--- config.mk ---
export PLATFORM = sky130hd
export DESIGN_NAME = piso_serializer
export DESIGN_NICKNAME = d
export VERILOG_FILES = /design/src/rtl/piso_pkg.sv /design/src/rtl/piso_bit_counter.sv /design/src/rtl/piso_serializer.sv
export SDC_FILE = /design/constraint.sdc
export NUM_CORES = 1
export LEC_CHECK = 0
export BUFFER_PORTS_ARGS = -buffer_cell sky130_fd_sc_hd__buf_2
export CORE_AREA = 4 4 45 47
export CTS_BUF_LIST = sky130_fd_sc_hd__clkbuf_8
export CTS_CLUSTER_SIZE = 12
export DETAILED_ROUTE_END_ITERATION = 7
export DIE_AREA = 0 0 49 51
export MAX_ROUTING_LAYER = met4
export PLACE_DENSITY = 0.62
export SLEW_MARGIN = 20
export SYNTH_ARGS = -nofsm -noshare
export SYNTH_HDL_FRONTEND = slang
export SYNTH_SLANG_ARGS = --single-unit
--- constraint.sdc ---
create_clock -name clk -period 1.2 [get_ports clk]
set_input_delay 0.24 -clock clk [delete_from_list [all_inputs] [get_ports clk]]
set_output_delay 0.24 -clock clk [all_outputs]
set_load 0.05 [all_outputs]
--- src/rtl/piso_pkg.sv ---
// Shared state type and sizing helpers for the PISO serializer.
// Build option PISO_PARITY_EN appends an even-parity bit to every frame.
package piso_pkg;

  typedef enum logic {
    IDLE  = 1'b0,
    SHIFT = 1'b1
  } state_t;

  localparam int DEFAULT_WIDTH = 8;

  // Counter must hold FRAME (up to WIDTH+1) without wrapping.
  function automatic int cntWidth(input int width);
    return $clog2(width + 2);
  endfunction

  function automatic int frameLen(input int width);
`ifdef PISO_PARITY_EN
    return width + 1;
`else
    return width;
`endif
  endfunction

endpackage

--- src/rtl/piso_bit_counter.sv ---
// Loadable frame bit counter; o_tc flags the cycle whose bit precedes the
// last frame bit, so the registered done pulse lines up with that last bit.
module piso_bit_counter #(
  parameter int CW = 4,
  parameter int TC = 7
) (
  input  logic          clk,
  input  logic          rst_n,
  input  logic          i_clear,
  input  logic          i_load,
  input  logic [CW-1:0] i_loadVal,
  input  logic          i_en,
  output logic          o_tc
);

  localparam logic [CW-1:0] TC_VAL = CW'(TC);

  logic [CW-1:0] r_count;

  always_ff @(posedge clk or negedge rst_n) begin
    if (!rst_n) begin
      r_count <= '0;
    end else if (i_clear) begin
      r_count <= '0;
    end else if (i_load) begin
      r_count <= i_loadVal;
    end else if (i_en) begin
      r_count <= r_count + CW'(1);
    end
  end

  assign o_tc = (r_count == TC_VAL);

endmodule

--- src/rtl/piso_serializer.sv ---
// Parallel-in serial-out transmitter, MSB first, with valid/done framing.
// Define PISO_PARITY_EN to send an even-parity bit after the LSB.
module piso_serializer
  import piso_pkg::*;
#(
  parameter int WIDTH = DEFAULT_WIDTH
) (
  input  logic             clk,
  input  logic             rst_n,
  input  logic [WIDTH-1:0] din,
  input  logic             load,
  output logic             ready,
  output logic             sout,
  output logic             sout_valid,
  output logic             done
);

  localparam int CW    = cntWidth(WIDTH);
  localparam int FRAME = frameLen(WIDTH);

  state_t           r_state;
  state_t           w_nextState;
  logic [WIDTH-1:0] r_shift;
  logic [WIDTH-1:0] w_shiftNext;
  logic             r_valid;
  logic             w_validNext;
  logic             r_ready;
  logic             w_readyNext;
  logic             r_done;
  logic             w_doneNext;
  logic             w_cntClear;
  logic             w_cntLoad;
  logic             w_cntEn;
  logic             w_tc;
  logic             w_fill;

`ifdef PISO_PARITY_EN
  logic r_parity;
  logic w_parityNext;

  // The parity bit is shifted in behind the data, so it reaches the MSB
  // position right after the LSB has been presented.
  assign w_fill = r_parity;
`else
  assign w_fill = 1'b0;
`endif

  piso_bit_counter #(
    .CW (CW),
    .TC (FRAME - 1)
  ) u_bitCounter (
    .clk       (clk),
    .rst_n     (rst_n),
    .i_clear   (w_cntClear),
    .i_load    (w_cntLoad),
    .i_loadVal (CW'(1)),
    .i_en      (w_cntEn),
    .o_tc      (w_tc)
  );

  always_ff @(posedge clk or negedge rst_n) begin
    if (!rst_n) begin
      r_state <= IDLE;
    end else begin
      r_state <= w_nextState;
    end
  end

  always_comb begin
    w_nextState = r_state;
    w_shiftNext = r_shift;
    w_validNext = r_valid;
    w_readyNext = r_ready;
    w_doneNext  = 1'b0;
    w_cntClear  = 1'b0;
    w_cntLoad   = 1'b0;
    w_cntEn     = 1'b0;
`ifdef PISO_PARITY_EN
    w_parityNext = r_parity;
`endif
    unique case (r_state)
      IDLE: begin
        w_shiftNext = '0;
        w_validNext = 1'b0;
        w_readyNext = 1'b1;
        if (load) begin
          w_nextState = SHIFT;
          w_shiftNext = din;
          w_validNext = 1'b1;
          w_readyNext = 1'b0;
          w_cntLoad   = 1'b1;
`ifdef PISO_PARITY_EN
          w_parityNext = ^din;
`endif
        end
      end
      SHIFT: begin
        // A registered done marks the last bit; the edge ending it closes the frame.
        if (r_done) begin
          w_nextState = IDLE;
          w_shiftNext = '0;
          w_validNext = 1'b0;
          w_readyNext = 1'b1;
          w_cntClear  = 1'b1;
        end else begin
          w_shiftNext = {r_shift[WIDTH-2:0], w_fill};
          w_cntEn     = 1'b1;
          w_doneNext  = w_tc;
        end
      end
      default: begin
        w_nextState = IDLE;
      end
    endcase
  end

  always_ff @(posedge clk or negedge rst_n) begin
    if (!rst_n) begin
      r_shift <= '0;
      r_valid <= 1'b0;
      r_ready <= 1'b1;
      r_done  <= 1'b0;
`ifdef PISO_PARITY_EN
      r_parity <= 1'b0;
`endif
    end else begin
      r_shift <= w_shiftNext;
      r_valid <= w_validNext;
      r_ready <= w_readyNext;
      r_done  <= w_doneNext;
`ifdef PISO_PARITY_EN
      r_parity <= w_parityNext;
`endif
    end
  end

  assign sout       = r_shift[WIDTH-1];
  assign sout_valid = r_valid;
  assign ready      = r_ready;
  assign done       = r_done;

endmodule

==> impl_metrics.ini <==
[status]
status = finished, final reports clean

[pwr]
power_frac_clock_pct = 20.9
peakVddDrop_mv = 1.344
pwr-share-comb_pct = 39.7
power.density_mw_per_mm2 = 2772
p_int_w = 0.001460
power_frac_seq_pct = 39.4
swShare_pct = 34.22
p_sw_w = 0.0007596
power_w = 0.002220
p_leak_nw = 0.4049

[grt]
overflow = 0
grt_usage_pct = 11.03
grt_pass1_wl_um = 2070
grt_max_degree = 17
antenna_found_initial = 0
grt_pass1_vias = 455

[placement]
io_buffers = 14
dp.cells = 79
post-dp-hpwl_um = 752.3
gp_congestion = 0.7593
place_area_um2 = 721.9

[route]
drt_iter0_drc = 8
vias_per_cell = 5.072
avgRoutedWirePerCell_um = 13.24
drt_first_pass_iters = 4
wl_um = 1099
via_count = 421
drc = 0
ant_nets = 0

[logic_synthesis]
yosysWarnings = 0
synth.avg_cell_area_um2 = 13.38
synth_area_um2 = 615.6
synthCells = 46
syn_nets = 58
seq_area_frac_synth_pct = 65.24
synth-seq-cells = 16
post_synth_num_cell_types = 20

[clock_network]
cts.sinks = 16
numCtsBuffers = 3
cts_tree = built
cts_buffer_depth = 2
clkLatencyLatePin_ps = 240
cts_root_buffer = clkbuf_8
clk_pin_slew_ps = 60
cts.htree.levels = 1

[sta]
fin_setup_tns_ps = 0
finClkSkew_ps = 2.851
period_minus_slack_ps = 1174
setup_viol = 0
finalHoldViolCount = 0
fin_crit_sh_pct = 97.82
grt_setup_unrepaired = true
whs_ps = 196.8
fmax_mhz = 851.9
worst_slew_margin_rel_pct = 76.36
worst_pin_slew_ps = 354.6
drv_slew = 0

[worst_setup_path]
critPathSlowestCell = dfstp_2
crit_type = flip-flop to output pin
startpoint = ready$_DFFE_PN1P_
arrival_ps = 930
worstPathCellList = buf_8
cp_num_buf_inv = 1
cp-start-kind = flip-flop
cp.required_ps = 960
path_delay_family = flip-flops
cp_max_fo = 2
cpPeakStageDelay_ps = 540
rr_startpoint = u_bitCounter.r_count[1]$_DFFE_PN0P_
cp-end-kind = output pin

[worst_hold_path]
hold_class = input pin to flip-flop
hold_start = din[0]

[die]
core_area_mm2 = 0.001652
die_y_um = 51
die_area_mm2 = 0.002499
initial_core_util_pct = 37.27
fp.dieW_um = 49
rows = 15
ios = 15

[layout]
diodes = 0
nets = 79
finalNonFillerCells = 83
area_growth_pct = 30.08
drive_gt1_share_pct = 36.36
fin_area_um2 = 800.8
final_cell_mix = 14 x dfrtp_1, 12 x buf_2, 9 x a22o_1
layout_commonest_cell = dfrtp_1

[job]
drv_cap = 0
routing by layer:
layer / wire (um) / track usage [%]
met2: 474 / 15.00
met1: 531 / 14.98
met3: 93 / 5.539
met4: 0 / 1.794
met5: 0 / -
power groups by stage:
stage          combinational, W  sequential, W  clock [W]
6_report               0.000881       0.000875   0.000464
5_1_grt                0.000989       0.000904   0.000507
4_1_cts                0.000886       0.000859   0.000481
3_5_place_dp           0.000846       0.000864          0
3_3_place_gp           0.000833       0.000866          0
2_1_floorplan          0.000482        0.00103          0
synthesized netlist by cell type:
cell      count  share of area [%]
inv_1         1               0.61
xnor2_1       1                1.4
and2_1        1                1.0
nand3_1       2                1.6
ha_1          1                2.0
a21oi_1       2                1.6
dfrtp_1      15                 61
dfstp_2       1                4.3
a21o_1        1                1.2
nand3b_1      1                1.2
buf_2         1               0.81
buf_6         1                1.8
a22o_1        9                 13
nand2_1       1               0.61
nor2b_1       1                1.0
nor2_1        2                1.2
and2b_1       1                1.2
o21ai_0       2                1.6
o31a_1        1                1.4
xor2_1        1                1.4
area by class of cell:
type,instances,area [um^2]
fill,148,850.8
sequential,16,402.9
multi-input combinational,27,195.2
timing repair buffer,18,122.6
clock buffer,4,55.05
tap,17,21.27
inverter,1,3.754
flip-flops by register name, summed over array words and instances, names as in the netlist:
name and cells:
r_state 1, done 1, sout_valid 1, u_bitCounter.r_count 4, ready 1, r_shift 8
timing repair:
item | 4_1_cts | 5_1_grt
setup endpoints to repair | 2 | 3
hold buffers | 1 | 0
resized for setup | 4 | 3
pin swaps | 0 | 0
buffers inserted | 0 | 0
endpoints found under the hold margin | 15 | 0
worst paths after layout:
path                       cells past startpoint                             endpoint  slack [ps]
max                                            1                                ready          30
min                                            2                 r_shift[0]$_DFF_PN0_         200
max reg2reg                                    3  u_bitCounter.r_count[2]$_DFFE_PN0P_         110
min reg2reg                                    1                 r_shift[7]$_DFF_PN0_         470
max in group asynchronous                      2                    ready$_DFFE_PN1P_         470
min in group asynchronous                      2  u_bitCounter.r_count[2]$_DFFE_PN0P_         430
through the flow:
step	setup WS (ps)	utilization (%)
finish	26.21	48.48
floorplan	-4.028	-
global placement	125.7	43.71
global route	-8.022	48.48
CTS	21.33	48.41
detailed placement	81.65	43.71
logic make-up (layout without fill, tap and decap cells):
kind of cell	after synthesis	after routing	synth area share [%]
compound gates	15	15	18.70
xor+xnor	2	2	2.846
fa+ha+maj	1	1	2.032
buf+inv	3	23	3.251
flops	16	16	65.24
simple gates	9	9	7.929
(Power assumes the default switching activity.)
